## config.mk

```make
export PLATFORM = sky130hd
export DESIGN_NAME = wb_initiator_seq_flat
export DESIGN_NICKNAME = d
export VERILOG_FILES = /design/src/rtl/wb_initiator_seq_if.sv /design/src/rtl/wb_initiator_seq.sv /design/src/flat_wrapper.sv
export SDC_FILE = /design/constraint.sdc
export NUM_CORES = 1
export LEC_CHECK = 0
export ABC_AREA = 1
export BUFFER_PORTS_ARGS = -buffer_cell sky130_fd_sc_hd__buf_2
export CORE_MARGIN = 2
export CORE_UTILIZATION = 42
export CTS_CLUSTER_DIAMETER = 80
export DETAILED_ROUTE_END_ITERATION = 10
export HOLD_SLACK_MARGIN = 0.06
export PLACE_DENSITY = 0.73
export RECOVER_POWER = 50
export SETUP_SLACK_MARGIN = 0.05
export SLEW_MARGIN = 20
export SYNTH_ARGS = -nofsm -noshare
export SYNTH_HDL_FRONTEND = slang
export SYNTH_SLANG_ARGS = --single-unit
```

## constraint.sdc

```tcl
create_clock -name WBs_CLK_i -period 1.3 [get_ports WBs_CLK_i]
set_input_delay 0.13 -clock WBs_CLK_i [delete_from_list [all_inputs] [get_ports WBs_CLK_i]]
set_output_delay 0.13 -clock WBs_CLK_i [all_outputs]
set_load 0.05 [all_outputs]
```

## src/rtl/wb_initiator_seq_if.sv

```systemverilog
// rtl/wb_initiator_seq_if.sv - command/response streams and Wishbone master bus of wb_initiator_seq
//
// Groups every handshake and bus signal of the initiator:
//   cmd_*  : valid/ready command stream (we, byte address, byte enables, write data)
//   rsp_*  : valid/ready response stream (read data, timeout error, we echo)
//   WBm_*  : Wishbone classic master outputs plus responder data/ack inputs
// Modport master is the initiator itself; modport slave is the environment around it
// (command source, response sink and Wishbone responder).
interface wb_initiator_seq_if #(
  parameter int ADDRWIDTH = 17,
  parameter int DATAWIDTH = 32
);
  localparam int STBWIDTH = DATAWIDTH / 8;

  logic                 cmd_valid_i;
  logic                 cmd_ready_o;
  logic                 cmd_we_i;
  logic [ADDRWIDTH-1:0] cmd_adr_i;
  logic [STBWIDTH-1:0]  cmd_byte_stb_i;
  logic [DATAWIDTH-1:0] cmd_dat_i;

  logic                 rsp_valid_o;
  logic                 rsp_ready_i;
  logic [DATAWIDTH-1:0] rsp_rdata_o;
  logic                 rsp_err_o;
  logic                 rsp_we_o;

  logic [ADDRWIDTH-1:0] WBm_ADR_o;
  logic                 WBm_CYC_o;
  logic                 WBm_STB_o;
  logic                 WBm_WE_o;
  logic                 WBm_RD_o;
  logic [STBWIDTH-1:0]  WBm_BYTE_STB_o;
  logic [DATAWIDTH-1:0] WBm_DAT_o;
  logic [DATAWIDTH-1:0] WBm_DAT_i;
  logic                 WBm_ACK_i;

  modport master (
    input  cmd_valid_i, cmd_we_i, cmd_adr_i, cmd_byte_stb_i, cmd_dat_i,
    output cmd_ready_o,
    input  rsp_ready_i,
    output rsp_valid_o, rsp_rdata_o, rsp_err_o, rsp_we_o,
    output WBm_ADR_o, WBm_CYC_o, WBm_STB_o, WBm_WE_o, WBm_RD_o, WBm_BYTE_STB_o, WBm_DAT_o,
    input  WBm_DAT_i, WBm_ACK_i
  );

  modport slave (
    output cmd_valid_i, cmd_we_i, cmd_adr_i, cmd_byte_stb_i, cmd_dat_i,
    input  cmd_ready_o,
    output rsp_ready_i,
    input  rsp_valid_o, rsp_rdata_o, rsp_err_o, rsp_we_o,
    input  WBm_ADR_o, WBm_CYC_o, WBm_STB_o, WBm_WE_o, WBm_RD_o, WBm_BYTE_STB_o, WBm_DAT_o,
    output WBm_DAT_i, WBm_ACK_i
  );
endinterface

```

## src/rtl/wb_initiator_seq.sv

```systemverilog
// rtl/wb_initiator_seq.sv - single-cycle Wishbone classic initiator driven by a command stream
//
// Ports:
//   WBs_CLK_i : the only clock
//   WBs_RST_i : synchronous active-high reset
//   bus       : wb_initiator_seq_if.master (cmd stream in, rsp stream out, Wishbone master)
// One transaction is outstanding at a time: IDLE accepts a command, BUS runs the
// Wishbone cycle until ACK or timeout, RESP holds the response until it is taken.
// Every output, including cmd_ready_o, comes straight from a register.
module wb_initiator_seq #(
  parameter int                    ADDRWIDTH          = 17,
  parameter int                    DATAWIDTH          = 32,
  parameter int                    CNTR_WIDTH         = 8,
  parameter int                    TIMEOUT_CYCLES     = 255,
  parameter logic [DATAWIDTH-1:0]  DEFAULT_READ_VALUE = 32'hBADFABAC
) (
  input logic                  WBs_CLK_i,
  input logic                  WBs_RST_i,
  wb_initiator_seq_if.master   bus
);

  // Counter value seen on the last permitted BUS cycle: the counter starts at 0 on the
  // first BUS cycle, so CYC stays high for exactly TIMEOUT_CYCLES clocks.
  localparam logic [CNTR_WIDTH-1:0] TIMEOUT_LAST = CNTR_WIDTH'(TIMEOUT_CYCLES - 1);

  typedef enum logic [1:0] {
    IDLE = 2'd0,
    BUS  = 2'd1,
    RESP = 2'd2
  } state_t;

  state_t                state;
  logic [CNTR_WIDTH-1:0] cntr;

  always_ff @(posedge WBs_CLK_i) begin
    if (WBs_RST_i) begin
      state              <= IDLE;
      cntr               <= '0;
      bus.cmd_ready_o    <= 1'b0;
      bus.rsp_valid_o    <= 1'b0;
      bus.rsp_rdata_o    <= '0;
      bus.rsp_err_o      <= 1'b0;
      bus.rsp_we_o       <= 1'b0;
      bus.WBm_ADR_o      <= '0;
      bus.WBm_CYC_o      <= 1'b0;
      bus.WBm_STB_o      <= 1'b0;
      bus.WBm_WE_o       <= 1'b0;
      bus.WBm_RD_o       <= 1'b0;
      bus.WBm_BYTE_STB_o <= '0;
      bus.WBm_DAT_o      <= '0;
    end else begin
      case (state)
        IDLE: begin
          if (bus.cmd_valid_i && bus.cmd_ready_o) begin
            bus.cmd_ready_o    <= 1'b0;
            bus.WBm_ADR_o      <= bus.cmd_adr_i;
            bus.WBm_BYTE_STB_o <= bus.cmd_byte_stb_i;
            bus.WBm_DAT_o      <= bus.cmd_dat_i;
            bus.WBm_WE_o       <= bus.cmd_we_i;
            bus.WBm_RD_o       <= ~bus.cmd_we_i;
            bus.WBm_CYC_o      <= 1'b1;
            bus.WBm_STB_o      <= 1'b1;
            cntr               <= '0;
            state              <= BUS;
          end else begin
            // Also raises ready on the first clock after reset releases.
            bus.cmd_ready_o <= 1'b1;
          end
        end

        BUS: begin
          // ACK is checked first so it wins over a timeout landing on the same clock.
          if (bus.WBm_ACK_i) begin
            bus.rsp_rdata_o <= bus.WBm_WE_o ? '0 : bus.WBm_DAT_i;
            bus.rsp_err_o   <= 1'b0;
            bus.rsp_we_o    <= bus.WBm_WE_o;
            bus.rsp_valid_o <= 1'b1;
            bus.WBm_CYC_o   <= 1'b0;
            bus.WBm_STB_o   <= 1'b0;
            bus.WBm_WE_o    <= 1'b0;
            bus.WBm_RD_o    <= 1'b0;
            state           <= RESP;
          end else if (cntr == TIMEOUT_LAST) begin
            bus.rsp_rdata_o <= DEFAULT_READ_VALUE;
            bus.rsp_err_o   <= 1'b1;
            bus.rsp_we_o    <= bus.WBm_WE_o;
            bus.rsp_valid_o <= 1'b1;
            bus.WBm_CYC_o   <= 1'b0;
            bus.WBm_STB_o   <= 1'b0;
            bus.WBm_WE_o    <= 1'b0;
            bus.WBm_RD_o    <= 1'b0;
            state           <= RESP;
          end else begin
            cntr <= cntr + 1'b1;
          end
        end

        RESP: begin
          // ACK is not looked at here, so a stray acknowledge cannot disturb the response.
          if (bus.rsp_ready_i) begin
            bus.rsp_valid_o <= 1'b0;
            bus.cmd_ready_o <= 1'b1;
            state           <= IDLE;
          end
        end

        default: begin
          state <= IDLE;
        end
      endcase
    end
  end

endmodule

```

## src/flat_wrapper.sv

```systemverilog
// flat-port wrapper written by rule: the top's interface ports become plain ports
module wb_initiator_seq_flat 
#(
  parameter int                    ADDRWIDTH          = 17,
  parameter int                    DATAWIDTH          = 32,
  parameter int                    CNTR_WIDTH         = 8,
  parameter int                    TIMEOUT_CYCLES     = 255,
  parameter logic [DATAWIDTH-1:0]  DEFAULT_READ_VALUE = 32'hBADFABAC
)
  (WBs_CLK_i, WBs_RST_i, bus_cmd_valid_i, bus_cmd_we_i, bus_cmd_adr_i, bus_cmd_byte_stb_i, bus_cmd_dat_i, bus_cmd_ready_o, bus_rsp_ready_i, bus_rsp_valid_o, bus_rsp_rdata_o, bus_rsp_err_o, bus_rsp_we_o, bus_WBm_ADR_o, bus_WBm_CYC_o, bus_WBm_STB_o, bus_WBm_WE_o, bus_WBm_RD_o, bus_WBm_BYTE_STB_o, bus_WBm_DAT_o, bus_WBm_DAT_i, bus_WBm_ACK_i);
  wb_initiator_seq_if #(.ADDRWIDTH(ADDRWIDTH), .DATAWIDTH(DATAWIDTH)) bus_i ();
  input logic WBs_CLK_i;
  input logic WBs_RST_i;
  input wire logic [$bits(bus_i.cmd_valid_i)-1:0] bus_cmd_valid_i;
  input wire logic [$bits(bus_i.cmd_we_i)-1:0] bus_cmd_we_i;
  input wire logic [$bits(bus_i.cmd_adr_i)-1:0] bus_cmd_adr_i;
  input wire logic [$bits(bus_i.cmd_byte_stb_i)-1:0] bus_cmd_byte_stb_i;
  input wire logic [$bits(bus_i.cmd_dat_i)-1:0] bus_cmd_dat_i;
  output wire logic [$bits(bus_i.cmd_ready_o)-1:0] bus_cmd_ready_o;
  input wire logic [$bits(bus_i.rsp_ready_i)-1:0] bus_rsp_ready_i;
  output wire logic [$bits(bus_i.rsp_valid_o)-1:0] bus_rsp_valid_o;
  output wire logic [$bits(bus_i.rsp_rdata_o)-1:0] bus_rsp_rdata_o;
  output wire logic [$bits(bus_i.rsp_err_o)-1:0] bus_rsp_err_o;
  output wire logic [$bits(bus_i.rsp_we_o)-1:0] bus_rsp_we_o;
  output wire logic [$bits(bus_i.WBm_ADR_o)-1:0] bus_WBm_ADR_o;
  output wire logic [$bits(bus_i.WBm_CYC_o)-1:0] bus_WBm_CYC_o;
  output wire logic [$bits(bus_i.WBm_STB_o)-1:0] bus_WBm_STB_o;
  output wire logic [$bits(bus_i.WBm_WE_o)-1:0] bus_WBm_WE_o;
  output wire logic [$bits(bus_i.WBm_RD_o)-1:0] bus_WBm_RD_o;
  output wire logic [$bits(bus_i.WBm_BYTE_STB_o)-1:0] bus_WBm_BYTE_STB_o;
  output wire logic [$bits(bus_i.WBm_DAT_o)-1:0] bus_WBm_DAT_o;
  input wire logic [$bits(bus_i.WBm_DAT_i)-1:0] bus_WBm_DAT_i;
  input wire logic [$bits(bus_i.WBm_ACK_i)-1:0] bus_WBm_ACK_i;
  assign bus_i.cmd_valid_i = bus_cmd_valid_i;
  assign bus_i.cmd_we_i = bus_cmd_we_i;
  assign bus_i.cmd_adr_i = bus_cmd_adr_i;
  assign bus_i.cmd_byte_stb_i = bus_cmd_byte_stb_i;
  assign bus_i.cmd_dat_i = bus_cmd_dat_i;
  assign bus_cmd_ready_o = bus_i.cmd_ready_o;
  assign bus_i.rsp_ready_i = bus_rsp_ready_i;
  assign bus_rsp_valid_o = bus_i.rsp_valid_o;
  assign bus_rsp_rdata_o = bus_i.rsp_rdata_o;
  assign bus_rsp_err_o = bus_i.rsp_err_o;
  assign bus_rsp_we_o = bus_i.rsp_we_o;
  assign bus_WBm_ADR_o = bus_i.WBm_ADR_o;
  assign bus_WBm_CYC_o = bus_i.WBm_CYC_o;
  assign bus_WBm_STB_o = bus_i.WBm_STB_o;
  assign bus_WBm_WE_o = bus_i.WBm_WE_o;
  assign bus_WBm_RD_o = bus_i.WBm_RD_o;
  assign bus_WBm_BYTE_STB_o = bus_i.WBm_BYTE_STB_o;
  assign bus_WBm_DAT_o = bus_i.WBm_DAT_o;
  assign bus_i.WBm_DAT_i = bus_WBm_DAT_i;
  assign bus_i.WBm_ACK_i = bus_WBm_ACK_i;
  wb_initiator_seq #(.ADDRWIDTH(ADDRWIDTH), .DATAWIDTH(DATAWIDTH), .CNTR_WIDTH(CNTR_WIDTH), .TIMEOUT_CYCLES(TIMEOUT_CYCLES), .DEFAULT_READ_VALUE(DEFAULT_READ_VALUE)) u_core (.WBs_CLK_i(WBs_CLK_i), .WBs_RST_i(WBs_RST_i), .bus(bus_i));
endmodule
```

==> results by stage, run 1 <==
Run status:
- The run finished, with violations left.
- The checks that failed: negative setup slack.

Power:
- The share of total power in combinational logic is 0.275.
- The clock share of power is 0.288.
- The ratio of total power to cell area is 1137 mW/mm^2.
- The net load switching power is 2686 uW.
- The cell-internal power is just over 5000 uW.
- In this run the static leakage power is 0.003588 uW.
- The share of total power in sequential cells is 0.437.
- The switching fraction of total power is 0.3407.
- IR analysis of the VDD net gives a maximum drop of 0.7731 mV.

STA:
- Derived from the worst setup path, the maximum achievable clock frequency is 707.7 MHz.
- The total count of hold-check failures in the final report was 0.
- The setup clock skew after layout is 9.513 ps.
- Across all hold checks on the routed design, the worst slack comes to about 120 ps.
- In the post-route analysis, the smallest setup slack over all paths is -112.9 ps.
- The ratio of final minimum period to clock period is 1.087.
- Headroom to the max-slew limit came out at 0.7837.
- Setup total negative slack on the finished layout was measured at -1661 ps.
- The number of failing setup endpoints in the final timing report is 41.
- The routed design could run at a clock period as short as 1413 ps.
- Setup repair after global routing could not meet its margin everywhere.
- The max-slew violation count is 0.
- The worst-margin pin slew is between 300 and 400 ps.

Detailed routing:
- In the routed design, unresolved DRC markers number 0.
- The post-detailed-route count of antenna-violating nets is 0.
- The final layout contains routed wiring with a total length of 15790 um.
- The final route contains 4909 vias.
- Before antenna repair, the detailed router went through 5 iterations.
- The average routed wire per standard cell is 16.36 um.
- The routed via count divided by cell count is a little over 5.
- The number of DRC markers after the initial detailed-route iteration is a little over 300.

Worst setup path:
- The worst setup path startpoint is u_core.state[1].
- The origin of the critical flop-to-flop path is u_core.state[1].
- The signal on the critical path passes through nor2_4, nand3_4, buf_4, buf_12, o21ai_0, nor2_1.
- The cell with the largest stage delay on the worst path is sky130_fd_sc_hd__dfxtp_4.
- For the worst setup path, the data required time is 1560 ps.
- In this run the critical register-to-register path is captured at u_core.bus.WBm_DAT_o[15].
- The setup slack on the worst flop-to-flop path is -110 ps.
- The sort of element at the start of the critical path is a flop.
- The largest fanout of any net on the critical path is 10.
- Data arrives at the worst endpoint at 1680 ps.
- The worst register-to-register path has a depth of 6.
- The critical path endpoint category is a flop.
- The peak per-stage delay on the critical path is roughly 390 ps.
- The kind of critical path is flop to flop.

Hold path:
- In this run the worst hold path is classified as primary input to flop.
- In this run the most critical hold path is launched from bus_rsp_ready_i.
- The destination of the worst hold path is u_core.state[1].
- The worst hold path was traced through 4 stages.

Final layout:
- Of the cells placed in the final design, the portion with a size suffix greater than 1 is 0.4063.
- Relative to the synthesized area, the layout overhead comes to 68.01%.
- 0 antenna diodes ended up in the layout.
- The top cell types in the final layout, fill and taps aside, are 132 x sky130_fd_sc_hd__buf_2, 114 x sky130_fd_sc_hd__nor2_1, 96 x sky130_fd_sc_hd__dfxtp_1.
- In the final design database the tool counted 920 nets.
- Measured on the finished design, the core utilization comes to 0.7192.
- The library cell used most frequently in the layout, excluding fill and tap cells, is sky130_fd_sc_hd__buf_2.

Global route:
- The maximum number of pins on one net before global-route repair is 63.
- The global-route wire length before repair is 20360 um.
- The global routing usage summed across all routing layers is 0.2454.
- The initial antenna violation count is 0.
- The number of global-route vias before repair is 4343.
- For this run the aggregate overflow at the end of global routing stands at 0.

Clock tree:
- The number of H-tree levels is 3.
- The number of buffers on the longest clock path is 2.
- The total clock buffers created by CTS is 9.
- The root buffer cell chosen for the clock tree is sky130_fd_sc_hd__clkbuf_8.
- After clock tree synthesis, the clock-pin slew on the worst setup and hold paths is roughly 100 ps.
- The clock latency of the later-clocked register in the worst-skew pair is 380 ps.
- The count of clock tree sinks is 102.
- TritonCTS built the clock tree.

Synth:
- For this run, the register share of the synthesized area comes to 0.4948.
- Dividing the synthesized area by the synthesized cell count gives 7.530 sq um.
- The cell type with the largest total area after synthesis is sky130_fd_sc_hd__dfxtp_1.
- The total of warnings raised by yosys is 0.
- Synthesis produced 548 cells.
- The total nets after synthesis is 641.
- The number of synthesized register bits is 102.
- Sorting the synthesized cells by area gives the leading types as sky130_fd_sc_hd__dfxtp_1 49%, sky130_fd_sc_hd__nor2_1 11%, sky130_fd_sc_hd__o21ai_0 9.2%.
- Summing every instance area after synthesis gives 0.004126 sq mm.
- The number of distinct library cells after synthesis is 30.
- The share of synthesized area in the top cell type comes to 0.4948.

Floorplan:
- The area inside the core boundary is 0.009639 sq mm.
- Measured along the y axis, the die boundary spans 103.1 um.
- In this run the horizontal extent of the chip is 103.1 um.
- For this configuration, the core starts out at a cell density of 0.4281.
- After floorplanning, the core was divided into 36 placement rows.
- The die covers about 0.011 sq mm.
- Pin placement for this block handled 184 I/O pins.

Placement:
- Port buffering added 183 buffers.
- The HPWL reported at the end of detailed placement is 7835 um.
- At the end of routability-driven placement, the weighted congestion stood at between 0.7 and 0.8.

Flow run:
- Across the run, the number of max-cap violations was 0.
-- critical path: cells and delay by family (launching register included) --
kind | cells | cell delay (ps)
flops | 1 | 390
compound gates | 1 | 210
buf+inv | 2 | 310
simple gates | 3 | 400
-- cell usage after synthesis --
cell and number:
sky130_fd_sc_hd__o21ai_0 76, sky130_fd_sc_hd__nor2_2 4, sky130_fd_sc_hd__o21ai_2 4, sky130_fd_sc_hd__nand2_4 2, sky130_fd_sc_hd__a21oi_1 8, sky130_fd_sc_hd__o21ai_1 10
sky130_fd_sc_hd__or2_2 1, sky130_fd_sc_hd__nand3_1 25, sky130_fd_sc_hd__clkbuf_1 15, sky130_fd_sc_hd__nand4_1 1, sky130_fd_sc_hd__dfxtp_1 102, sky130_fd_sc_hd__ha_1 2
sky130_fd_sc_hd__inv_2 3, sky130_fd_sc_hd__buf_6 4, sky130_fd_sc_hd__clkinv_1 1, sky130_fd_sc_hd__buf_2 4, sky130_fd_sc_hd__a21oi_2 1, sky130_fd_sc_hd__nand2_2 4
sky130_fd_sc_hd__buf_1 2, sky130_fd_sc_hd__o21bai_1 22, sky130_fd_sc_hd__nand2_1 65, sky130_fd_sc_hd__a31o_2 1, sky130_fd_sc_hd__inv_1 59, sky130_fd_sc_hd__buf_4 7
sky130_fd_sc_hd__nand3_2 1, sky130_fd_sc_hd__nor2_1 119, sky130_fd_sc_hd__o21a_1 1, sky130_fd_sc_hd__nor2_4 2, sky130_fd_sc_hd__nor3_1 1, sky130_fd_sc_hd__nor3b_1 1
-- cells by family (layout without fill, tap and decap cells) --
family | Yosys count | count (layout) | share of synthesized area
flip-flops | 102 | 102 | 0.4948
adder cells (fa/ha/maj) | 2 | 2 | 0.006063
AND/OR/NAND/NOR | 226 | 227 | 0.2292
AO/OA/AOI/OAI | 123 | 123 | 0.1686
buffers and inverters | 95 | 378 | 0.1013
-- flip-flops by register name, indices dropped and copies added (netlist names), 2 cells and up --
signal and count:
u_core.bus.WBm_ADR_o 17, u_core.bus.WBm_BYTE_STB_o 4, u_core.bus.rsp_rdata_o 32, u_core.cntr 8
u_core.state 2, u_core.bus.WBm_DAT_o 32
-- power groups by stage --
stage	Sequential (uW)	Clock, uW	Combinational, uW
floorplan	4120	0	497
global placement	3490	0	1570
detailed placement	3490	0	1590
CTS	3420	2280	1780
global route	3460	2410	2280
finish	3450	2270	2170
-- cell type report --
class	instances	area (sq um)
repair inverters	1	16.27
clock inverters	7	97.59
flip-flops and latches	102	2057
multi-input cells	352	1974
inverters	63	249.0
clock buffers	9	123.9
fillers	674	2706
well taps	133	166.4
repair buffers	298	2248
-- routing by layer --
metal / GRT usage / vias up / wire [um]
met5: 0 / - / 0
li1: - / 2288 / -
met4: 0.1103 / 0 / 723
met1: 0.2804 / 2259 / 6020
met3: 0.06576 / 64 / 1401
met2: 0.4281 / 298 / 7642
-- repair_timing --
action | CTS | global route
hold buffers | 66 | 0
endpoints found under the setup margin | 89 | 102
resized for setup | 27 | 96
buffers inserted | 6 | 9
hold endpoints to repair | 66 | 0
cloned | 0 | 13
pin swaps | 18 | 5
-- worst max path at each step --
| stage | depth (start not counted) | slack, ps | endpoint |
|---|---|---|---|
| after floorplan | 10 | -4 | u_core.bus.rsp_rdata_o[10] |
| after global placement | 8 | -9 | u_core.bus.rsp_rdata_o[25] |
| after detailed placement | 9 | -90 | u_core.bus.rsp_rdata_o[0] |
| after CTS | 8 | -20 | u_core.cntr[6] |
| after global routing | 6 | -180 | u_core.bus.WBm_DAT_o[15] |
| final | 6 | -110 | u_core.bus.WBm_DAT_o[15] |
-- stage by stage --
step / std cells / instance area [sq um] / power, uW / setup WS, ps
after global routing: 965 / 6933 / 8148 / -184.3
final: 965 / 6933 / 7883 / -112.9
after floorplan: 548 / 4169 / 4619 / -3.765
after CTS: 943 / 6324 / 7491 / -17.86
after detailed placement: 855 / 5305 / 5082 / -92.71
after global placement: 855 / 5305 / 5054 / -8.624
Note: power is estimated with default switching activity, not from simulation.
==> run 2: changes to the inputs <==
- CORE_ASPECT_RATIO: not set -> 1.2
==> run 2 against run 1 <==
  * Utilization fell by 2.5 points
  * Worst setup slack improved by 54 ps
  * Die area barely moved
  * Largest power group unchanged
  * Routed wire length fell by 11%
  * Clock power rose by 11%
  * Global-route usage fell by 0.89 points
  * The flow still finishes with violations (negative setup slack)
  * Hold slack got worse by 57 ps
  * Clock-buffer cell count rose by 2
  * Total power rose by 0.86%
  * Critical path type unchanged
==> results by stage, run 2 (synthesized netlist as in run 1, its figures left out) <==
Floorplan:
- The floorplan row count is 39 (was 36).
- The floorplan die width is 94.49 um (was 103.1 um).
- The count of pins on the block boundary is 184 (unchanged).
- The effective utilization at floorplan is 0.4314 (was 0.4281).
- The die outline area was 0.01064 sq mm (was 0.01063 sq mm).
- The die outline height is 112.6 um (was 103.1 um).
- The area inside the core boundary is 0.009564 sq mm (was 0.009639 sq mm).

Clock tree:
- The clock latency of the later-clocked register in the worst-skew pair is 340 ps (was 380 ps).
- The clock transition at the registers of the reported paths is 70 ps (was 100 ps).
- The total clock buffers created by CTS is 9 (unchanged).
- The number of H-tree levels is 3 (unchanged).
- The clock tree from TritonCTS is yes (unchanged).
- The count of clock tree sinks is 102 (unchanged).
- The number of buffers on the longest clock path is 2 (unchanged).
- The buffer cell driving the clock tree root is sky130_fd_sc_hd__clkbuf_16 (was sky130_fd_sc_hd__clkbuf_8).

Worst setup path:
- The largest fanout of any net on the critical path is 7 (was 10).
- The sort of element at the start of the critical path is a flop (unchanged).
- The arrival time at the worst endpoint is 1620 ps (was 1680 ps).
- The critical path data required time is 1560 ps (about the same).
- The peak per-stage delay on the critical path is 330 ps (was 390 ps).
- The top cell family by delay on the critical path is simple AND/OR/NAND/NOR gates (unchanged).
- The number of buffer and inverter stages on the critical path is 2 (unchanged).
- The cell with the largest stage delay on the worst path is sky130_fd_sc_hd__dfxtp_2 (was sky130_fd_sc_hd__dfxtp_4).
- Ordered cell list for the critical path: inv_2, ha_4, nand2_4, nor2_4, nand2_2, nand2_4, nand2_2, inv_1, nor2_1, nor2_1 (was nor2_4, nand3_4, buf_4, buf_12, o21ai_0, nor2_1).
- The critical path endpoint category is a flop (unchanged).
- The kind of critical path was flop to flop (unchanged).

Final layout:
- The register cell area after layout is 0.002054 sq mm (was 0.002057 sq mm).
- The leading cell type in the layout, fill and taps excluded is sky130_fd_sc_hd__buf_2 (unchanged).
- The area taken by multi-input logic gates is 0.001859 sq mm (was 0.001974 sq mm).
- The number of antenna repair diodes is 0 (unchanged).
- Top flop regs: u_core.bus.WBm_DAT_o: 32 flops, u_core.bus.rsp_rdata_o: 32 flops, u_core.bus.WBm_ADR_o: 17 flops (unchanged).
- The relative area change from synthesis to final layout was 60.95% (was 68.01%).
- The share of layout cells above drive strength 1 is 0.3796 (was 0.4063).
- The number of nets at the end of the flow is 903 (was 920).
- The fill cell total of the finished layout is 678 (was 674).
- The final non-filler cell area is 0.006641 sq mm (was 0.006933 sq mm).
- The final core area utilization came to 0.6944 (was 0.7192).
- Highest-count cells in the layout ignoring fill and taps: 130 x sky130_fd_sc_hd__buf_2, 114 x sky130_fd_sc_hd__nor2_1, 96 x sky130_fd_sc_hd__dfxtp_1 (was 132 x sky130_fd_sc_hd__buf_2, 114 x sky130_fd_sc_hd__nor2_1, 96 x sky130_fd_sc_hd__dfxtp_1).

Global route:
- The global routing usage summed across all routing layers was 0.2365 (was 0.2454).
- The global-route wire length before repair was 19900 um (was 20360 um).
- The maximum number of pins on one net before global-route repair is 48 (was 63).
- The number of global-route vias before repair is 4357 (was 4343).
- The initial antenna violation count was 0 (unchanged).
- The total grt overflow came to 0 (unchanged).

STA:
- The fmax came to 735.8 MHz (was 707.7 MHz).
- The total count of hold-check failures in the final report is 0 (unchanged).
- The max-slew violation count is 0 (unchanged).
- The final setup slack of the worst path is -59.12 ps (was -112.9 ps).
- RSZ-0062 raised after global routing: true (unchanged).
- The worst-margin pin slew is 435.1 ps (was 324.5 ps).
- The summed negative setup slack over all endpoints was -419.3 ps (was -1661 ps).
- The shortest clock period the worst path allows after layout is 1359 ps (was 1413 ps).
- The setup clock skew after layout is 9.182 ps (was 9.513 ps).
- The number of failing setup endpoints in the final timing report came to 30 (was 41).
- The ratio of final minimum period to clock period is 1.045 (was 1.087).
- The normalized max-slew margin was 0.7096 (was 0.7837).

Power:
- The share of total power in combinational logic is 0.252 (was 0.275).
- The leakage dissipation is 0.003428 uW (was 0.003588 uW).
- The overall power after layout came to 7951 uW (was 7883 uW).
- The net load switching power was 2571 uW (was 2686 uW).
- The share of total power in sequential cells was 0.432 (was 0.437).
- The clock share of power is 0.316 (was 0.288).
- The switching fraction of total power is 0.3234 (was 0.3407).
- The cell-internal power is 5379 uW (was 5197 uW).
- The maximum vdd ir drop is 1.034 mV (was 0.7731 mV).
- The ratio of total power to cell area is 1197 mW/mm^2 (was 1137 mW/mm^2).

Placement:
- The count of port buffers added during placement is 183 (unchanged).
- The setup slack at placement was -86.99 ps (was -92.71 ps).
- The routability congestion estimate from global placement is 0.7970 (was 0.7846).
- The total cell area at the placement stage is 0.005313 sq mm (was 0.005305 sq mm).
- The HPWL reported at the end of detailed placement is 7923 um (was 7835 um).

Detailed routing:
- The final wirelength is 14070 um (was 15790 um).
- The post-detailed-route count of antenna-violating nets is 0 (unchanged).
- The routed via count divided by cell count is 4.983 (was 5.087).
- The number of detailed-route iterations in the first pass is 5 (unchanged).
- The number of DRC violations after detailed routing is 0 (unchanged).
- The number of vias in the routed layout is 4669 (was 4909).
- The number of DRC markers after the initial detailed-route iteration was 234 (was 304).
- The average routed wire per standard cell is 15.01 um (was 16.36 um).

Hold path:
- The type of the tightest min-delay check is primary input to flop (unchanged).

Run status:
- Violations in the final reports: negative setup slack (unchanged).
- Status: complete, but fails checks (unchanged).

Flow run:
- The max-capacitance violation count was 0 (unchanged).
## run 2: cell types whose count changed in the layout (fill, tap and decap cells not counted), moves of 3 or more
cell                            delta
sky130_fd_sc_hd__o21ai_2          -14
sky130_fd_sc_hd__inv_2             -3
sky130_fd_sc_hd__clkbuf_8          -8
sky130_fd_sc_hd__nand2_4           -6
sky130_fd_sc_hd__nand2_2           +3
sky130_fd_sc_hd__nand2_1           +4
sky130_fd_sc_hd__o21ai_1          +15
sky130_fd_sc_hd__clkbuf_16         +5
sky130_fd_sc_hd__dlygate4sd3_1    -11
## run 2: per-layer routing
metal | vias up | wire [um] | global-route usage
met3 | 33 | 1295 | 0.07383
met2 | 243 | 6962 | 0.3971
li1 | 2246 | - | -
met4 | 0 | 377 | 0.1130
met1 | 2147 | 5430 | 0.2708
met5 | - | 0 | 0
## run 2: stage by stage
step	hold WS, ps	cells
final	63.85	937
after global routing	74.27	937
after floorplan	270.9	548
after global placement	377.8	846
after CTS	60.41	919
after detailed placement	387.7	846
## run 2: final cells by class
| type | count | share of cell area |
|---|---|---|
| multi-input cells | 352 | 0.2800 |
| well taps | 123 | 0.02317 |
| inverters | 63 | 0.03787 |
| repair buffers | 282 | 0.3082 |
| flip-flops and latches | 102 | 0.3093 |
| clock inverters | 4 | 0.004898 |
| clock buffers | 11 | 0.03655 |
## run 2: tightest hold or removal path: cells and delay by family
kind | cells | cell delay, ps
AOI/OAI and AO/OA | 1 | 50
buffers and inverters | 1 | 100
and+or+nand+nor | 1 | 70
## run 2: final timing paths
check | startpoint | endpoint | slack [ps] | cells after the start
max reg2reg | u_core.cntr[0] | u_core.cntr[0] | -60 | 10
min | bus_WBm_DAT_i[10] | u_core.bus.rsp_rdata_o[10] | 60 | 3
max | u_core.cntr[0] | u_core.cntr[0] | -60 | 10
min reg2reg | u_core.bus.rsp_rdata_o[21] | u_core.bus.rsp_rdata_o[21] | 460 | 2
## run 2: power groups by stage
stage,logic [uW],registers (uW),clock network (uW)
final,2000,3430,2520
after global routing,2120,3450,2680
after CTS,1780,3420,2550
after detailed placement,1610,3490,0
after global placement,1590,3480,0
after floorplan,497,4120,0
## run 2: what timing repair did
action | in CTS | in global routing
resized for setup | 22 | 67
setup endpoints to repair | 67 | 100
cloned | 2 | 9
buffers inserted | 3 | 12
pin swaps | 7 | 9
hold buffers | 54 | 1
hold endpoints to repair | 54 | 1
